File: src/rtl/br_resolve_unit.sv
// Branch/jump resolution unit.
// Resolves up to LANES ALU results per cycle against their predictions and
// registers a per-lane report. The oldest mispredict (measured from the ROB
// head) is held as a redirect request until the frontend acknowledges it.
// Optional build macro BR_STAT_EN adds saturating stat_br/stat_miss counters.
module br_resolve_unit #(
    parameter int unsigned ADDR      = 32,
    parameter int unsigned ROB_DEPTH = 64,
    parameter int unsigned LANES     = 2,
    localparam int unsigned ROB      = $clog2(ROB_DEPTH)
) (
    input  logic                  clk,
    input  logic                  reset_,
    input  logic                  flush_,
    input  logic [ROB-1:0]        rob_head,
    input  logic [LANES-1:0]      in_valid,
    input  logic [LANES-1:0]      in_branch,
    input  logic [LANES-1:0]      in_jump,
    input  logic [LANES*ROB-1:0]  in_rob_id,
    input  logic [LANES*ADDR-1:0] alu_res,
    input  logic [LANES*ADDR-1:0] pred_addr,
    input  logic [LANES-1:0]      br_pred,
    input  logic [LANES*ADDR-1:0] br_target,
    input  logic [LANES*ADDR-1:0] fall_addr,
    output logic [LANES-1:0]      res_valid,
    output logic [LANES*ROB-1:0]  res_rob_id,
    output logic [LANES-1:0]      res_taken,
    output logic [LANES-1:0]      res_miss,
    output logic                  miss_valid,
    output logic [ROB-1:0]        miss_rob_id,
    output logic [ADDR-1:0]       miss_target,
    input  logic                  miss_ack
`ifdef BR_STAT_EN
    ,
    output logic [31:0]           stat_br,
    output logic [31:0]           stat_miss
`endif
);

    typedef enum logic {StIdle, StPend} state_t;

    state_t               state;
    logic [LANES-1:0]     act;
    logic [LANES-1:0]     taken;
    logic [LANES-1:0]     miss;
    logic [ADDR-1:0]      tgt [LANES];
    logic [ROB-1:0]       age [LANES];
    logic [LANES*ROB-1:0] rid_next;
    logic                 cand_valid;
    logic [ROB-1:0]       cand_age;
    logic [ROB-1:0]       cand_id;
    logic [ADDR-1:0]      cand_tgt;
    logic [ROB-1:0]       pend_age;

    // Per-lane evaluation; a lane with both flags set resolves as a jump.
    always_comb begin
        rid_next = '0;
        for (int l = 0; l < LANES; l++) begin
            act[l] = in_valid[l] & (in_branch[l] | in_jump[l]);
            if (in_jump[l]) begin
                taken[l] = 1'b1;
                miss[l]  = alu_res[l*ADDR +: ADDR] != pred_addr[l*ADDR +: ADDR];
                tgt[l]   = alu_res[l*ADDR +: ADDR];
            end else begin
                taken[l] = alu_res[l*ADDR];
                miss[l]  = br_pred[l] != alu_res[l*ADDR];
                tgt[l]   = alu_res[l*ADDR] ? br_target[l*ADDR +: ADDR]
                                           : fall_addr[l*ADDR +: ADDR];
            end
            // Unsigned wrap gives the distance from the head modulo ROB_DEPTH.
            age[l] = in_rob_id[l*ROB +: ROB] - rob_head;
            if (act[l]) rid_next[l*ROB +: ROB] = in_rob_id[l*ROB +: ROB];
        end
    end

    // Oldest mispredicting lane; strict compare keeps the lower lane on ties.
    always_comb begin
        cand_valid = 1'b0;
        cand_age   = '0;
        cand_id    = '0;
        cand_tgt   = '0;
        for (int l = 0; l < LANES; l++) begin
            if (act[l] && miss[l] && (!cand_valid || age[l] < cand_age)) begin
                cand_valid = 1'b1;
                cand_age   = age[l];
                cand_id    = in_rob_id[l*ROB +: ROB];
                cand_tgt   = tgt[l];
            end
        end
    end

    // Pending miss age is re-evaluated against the current head every cycle.
    assign pend_age = miss_rob_id - rob_head;

    // Report registers and redirect FSM; flush wins over ack and candidates.
    always_ff @(posedge clk or negedge reset_) begin
        if (!reset_) begin
            res_valid   <= '0;
            res_rob_id  <= '0;
            res_taken   <= '0;
            res_miss    <= '0;
            miss_valid  <= 1'b0;
            miss_rob_id <= '0;
            miss_target <= '0;
            state       <= StIdle;
        end else if (!flush_) begin
            res_valid  <= '0;
            res_rob_id <= '0;
            res_taken  <= '0;
            res_miss   <= '0;
            miss_valid <= 1'b0;
            state      <= StIdle;
        end else begin
            res_valid  <= act;
            res_rob_id <= rid_next;
            res_taken  <= act & taken;
            res_miss   <= act & miss;
            unique case (state)
                StIdle: begin
                    if (cand_valid) begin
                        miss_valid  <= 1'b1;
                        miss_rob_id <= cand_id;
                        miss_target <= cand_tgt;
                        state       <= StPend;
                    end
                end
                StPend: begin
                    if (cand_valid && cand_age < pend_age) begin
                        miss_rob_id <= cand_id;
                        miss_target <= cand_tgt;
                    end else if (miss_ack) begin
                        miss_valid <= 1'b0;
                        state      <= StIdle;
                    end
                end
            endcase
        end
    end

`ifdef BR_STAT_EN
    logic [31:0] n_br;
    logic [31:0] n_miss;
    logic [32:0] sum_br;
    logic [32:0] sum_miss;

    // Lanes resolved this cycle, counted regardless of flush.
    always_comb begin
        n_br   = '0;
        n_miss = '0;
        for (int l = 0; l < LANES; l++) begin
            n_br   = n_br + 32'(act[l]);
            n_miss = n_miss + 32'(act[l] & miss[l]);
        end
        sum_br   = {1'b0, stat_br} + {1'b0, n_br};
        sum_miss = {1'b0, stat_miss} + {1'b0, n_miss};
    end

    // Saturating statistics counters.
    always_ff @(posedge clk or negedge reset_) begin
        if (!reset_) begin
            stat_br   <= '0;
            stat_miss <= '0;
        end else begin
            stat_br   <= sum_br[32] ? '1 : sum_br[31:0];
            stat_miss <= sum_miss[32] ? '1 : sum_miss[31:0];
        end
    end
`endif

endmodule
File: config.mk
export PLATFORM = sky130hd
export DESIGN_NAME = br_resolve_unit
export DESIGN_NICKNAME = d
export VERILOG_FILES = /design/src/rtl/br_resolve_unit.sv
export SDC_FILE = /design/constraint.sdc
export NUM_CORES = 1
export LEC_CHECK = 0
export BUFFER_PORTS_ARGS = -buffer_cell sky130_fd_sc_hd__buf_2
export CAP_MARGIN = 20
export CELL_PAD_IN_SITES_DETAIL_PLACEMENT = 0
export CELL_PAD_IN_SITES_GLOBAL_PLACEMENT = 2
export CORE_UTILIZATION = 23
export DETAILED_ROUTE_END_ITERATION = 6
export MAX_ROUTING_LAYER = met4
export PLACE_DENSITY_LB_ADDON = 0.1
export SLEW_MARGIN = 20
export SYNTH_ARGS = -nofsm -noshare
export SYNTH_HDL_FRONTEND = slang
export SYNTH_SLANG_ARGS = --single-unit
File: constraint.sdc
create_clock -name clk -period 3.7 [get_ports clk]
set_clock_uncertainty 0.05 [all_clocks]
set_input_delay 0.74 -clock clk [delete_from_list [all_inputs] [get_ports clk]]
set_output_delay 0.74 -clock clk [all_outputs]
set_load 0.01 [all_outputs]
==> results.yml <==
run_status:
  outcome: "finished, violations left"
  violations: "setup timing"
worst_setup_path:
  start_kind: "input pin"
  required_ns: 3.87
  arrival_ns: 5.05
  cp-end-kind: "register"
  critical-path-max-stage-delay_ns: 0.31
  cp_slowest_cell: "nor4_2"
  critPathLaunch: "pred_addr[25]"
  r2r_slack_ns: 0.19
  r2r_end: "miss_target[5]$_DFFE_PN0P_"
  worstRegToRegCells: 14
  worstSetupPathType: "in -> reg"
  worstPathMaxFanout: 6
  r2r_start: "miss_rob_id[1]$_DFFE_PN0P_"
sta:
  rsz0062_at_grt: "yes"
  setup_violations: 40
  setup_slack_ns: -1.18
  slew_headroom: 0.457
  max_freq_ghz: 0.205
  fin_crit_sh: 1.32
  hold_viol: 0
  maxSlewViolCount: 0
  tns_ns: -44.24
  tightest_slew_ns: 0.814
  layout_min_cycle_time_ns: 4.88
  whs_ns: 0.435
synthesis:
  yosysUniqueCellTypes: 49
  ys.flop_type: "dfrtp_1"
  synth_top_area_frac: 0.264
  syn_area_sq_mm: 0.00550
  synth_edf_count: 0
  ys_ff_latch: 58
  synthTopCellsByCount: "nand2_1 (83), o21ai_0 (75), mux2i_1 (63)"
  synthCells: 613
  async_flop_share: 1.00
  synth_warnings: 0
  synth_most_common_cell: "nand2_1"
  ys_top_cells_by_area: "dfrtp_1 (26%), mux2i_1 (11%), o21ai_0 (6.8%)"
  ys_seq_area_frac: 0.264
  syn_avg_cell_area_sq_um: 8.97
  syn-num-nets: 927
  synth_area_leader_cell: "dfrtp_1"
die:
  ioPinCount: 343
  die-area_sq_mm: 0.0245
  core-area_sq_mm: 0.0235
  die_y_um: 157
  die_w_um: 157
  start_util: 0.234
  rows: 56
hold_path:
  min_path_type: "in -> async"
clock_tree:
  numCtsBuffers: 9
  clk_pin_slew_worst_paths_ns: 0.06
  root_buffer: "clkbuf_16"
  htree_levels: 3
  insertion_delay_ns: 0.34
  clock_path_buffers: 2
  clock_sinks: 58
  cts_tree: "done"
layout:
  fillCellCount: 2522
  synthToLayoutAreaGrowth_pct: 69.0
  final_net_count: 1352
  drive_gt1_frac: 0.540
drt:
  dr_total_vias: 6014
  wl_um: 27200
  first_iter_violations: 179
  postRouteAntennaNets: 0
  via_per_inst: 4.41
  drt_first_pass_iters: 4
  route.detailed.drc: 0
  wl_per_cell_um: 19.9
pwr:
  p_switching_mw: 1.42
  internal_power_mw: 2.50
  p_per_area_mw_per_mm2: 422
  worst_ir_drop_vdd_mv: 0.220
  leakagePower_nw: 4.95
  power_mw: 3.92
  power_frac_clock: 0.252
  switching_share: 0.361
  p_seq_frac: 0.234
  combPwrFrac: 0.514
global_route:
  grt_pass1_vias: 6391
  grt_pass1_wl_um: 39000
  grt_overflow: 0
  antenna_found_initial: 2
  track_usage: 0.230
  grt_max_degree: 67
placement:
  dpl_worst_slack_ns: -2.16
  post-dp-hpwl_um: 22400
  gp_congestion: 0.798
  port_buffers: 342
flow_run:
  max_cap_viol_count: 0
[logic make-up after synthesis]
kind of cell,synth area share
and+or+nand+nor,0.117
DFF,0.264
muxes,0.197
AOI/OAI and AO/OA,0.191
buffers and inverters,0.0439
adders and majority gates,0.0678
xor gates and xnor gates,0.119
[power by group through the flow]
| stage | clock, mW | sequential (mW) | combinational (mW) |
|---|---|---|---|
| floorplan | 0 | 0.986 | 0.799 |
| global placement | 0 | 0.924 | 1.72 |
| detailed placement | 0 | 0.925 | 1.72 |
| CTS | 1.01 | 0.920 | 1.89 |
| global route | 1.03 | 0.941 | 2.19 |
| finish | 0.987 | 0.918 | 2.01 |
[per-layer routing]
layer  GRT usage  wire length (um)  vias up
met5           -                 0        -
met4      0.0542               298        0
met3      0.0302               944       13
met2       0.425             14900      163
met1       0.260             11100     2790
li1            -                 -     3048
[worst max-delay path by stage]
stage                                  end  slack (ns)  cells after the start
3_5_place_dp   miss_target[21]$_DFFE_PN0P_       -2.16                     23
6_report        miss_target[5]$_DFFE_PN0P_       -1.18                     26
5_1_grt         miss_target[5]$_DFFE_PN0P_       -1.39                     26
3_3_place_gp   miss_target[14]$_DFFE_PN0P_       -2.06                     24
2_1_floorplan   miss_rob_id[1]$_DFFE_PN0P_       -1.33                     25
4_1_cts         miss_rob_id[4]$_DFFE_PN0P_       -1.31                     27
[layout make-up]
class	count	area [sq um]	area share
clock buffers	11	233	0.0250
diodes	2	5.00	0.000538
inverters	22	86.3	0.00929
well taps	319	399	0.0429
repair buffers	450	2720	0.292
flip-flops and latches	58	1450	0.156
clock inverters	5	103	0.0110
multi-input cells	497	4300	0.463
[critical path, delay by kind of cell]
family	cells	cell delay [ns]
AOI/OAI and AO/OA	10	1.60
and+or+nand+nor	7	1.08
buffers and inverters	5	0.64
adders and majority gates	2	0.49
muxes	1	0.29
xor gates and xnor gates	1	0.19
[sequential cells by signal, indices dropped and copies added, names as in the netlist]
signal	flops
res_taken	2
res_miss	2
miss_rob_id	6
res_valid	2
res_rob_id	12
state	1
miss_valid	1
miss_target	32
[placed cells by master, fill, tap and decap left out, drive strengths merged, types with 2 or more instances in the layout]
cell type | netlist | final
o21ai | 77 | 77
xnor2 | 38 | 38
and4b | 2 | 2
clkinvlp | 0 | 2
bufinv | 0 | 3
and2 | 14 | 14
xor2 | 37 | 37
clkbuf | 21 | 11
dfrtp | 58 | 58
a21o | 15 | 15
nand3 | 2 | 2
ha | 25 | 25
nand4 | 8 | 8
mux2i | 63 | 63
nand2b | 2 | 2
o211a | 5 | 5
nor2b | 5 | 5
buf | 15 | 450
a22oi | 2 | 2
fa | 3 | 3
nand2 | 83 | 83
inv | 22 | 21
diode | 0 | 2
nor3 | 3 | 3
a211oi | 2 | 2
nor2 | 3 | 3
and4 | 2 | 2
nor4 | 8 | 8
a22o | 36 | 36
a21oi | 13 | 13
mux2 | 37 | 37
[timing repair]
| item | CTS | global route |
|---|---|---|
| cloned | 2 | 0 |
| hold endpoints to repair | 0 | 0 |
| resized for setup | 54 | 63 |
| setup endpoints to repair | 40 | 40 |
| hold buffers | 0 | 0 |
| setup buffers | 17 | 4 |
| pin swaps | 25 | 39 |
[stage by stage]
| step | util | cells | cell area (sq um) |
|---|---|---|---|
| 6_report | 0.396 | 1364 | 9300 |
| 5_1_grt | 0.396 | 1364 | 9300 |
| 4_1_cts | 0.385 | 1363 | 9040 |
| 3_5_place_dp | 0.352 | 1333 | 8270 |
| 3_3_place_gp | 0.352 | 1333 | 8270 |
| 2_1_floorplan | - | 613 | 5580 |
Power figures use the tool's default switching activity.
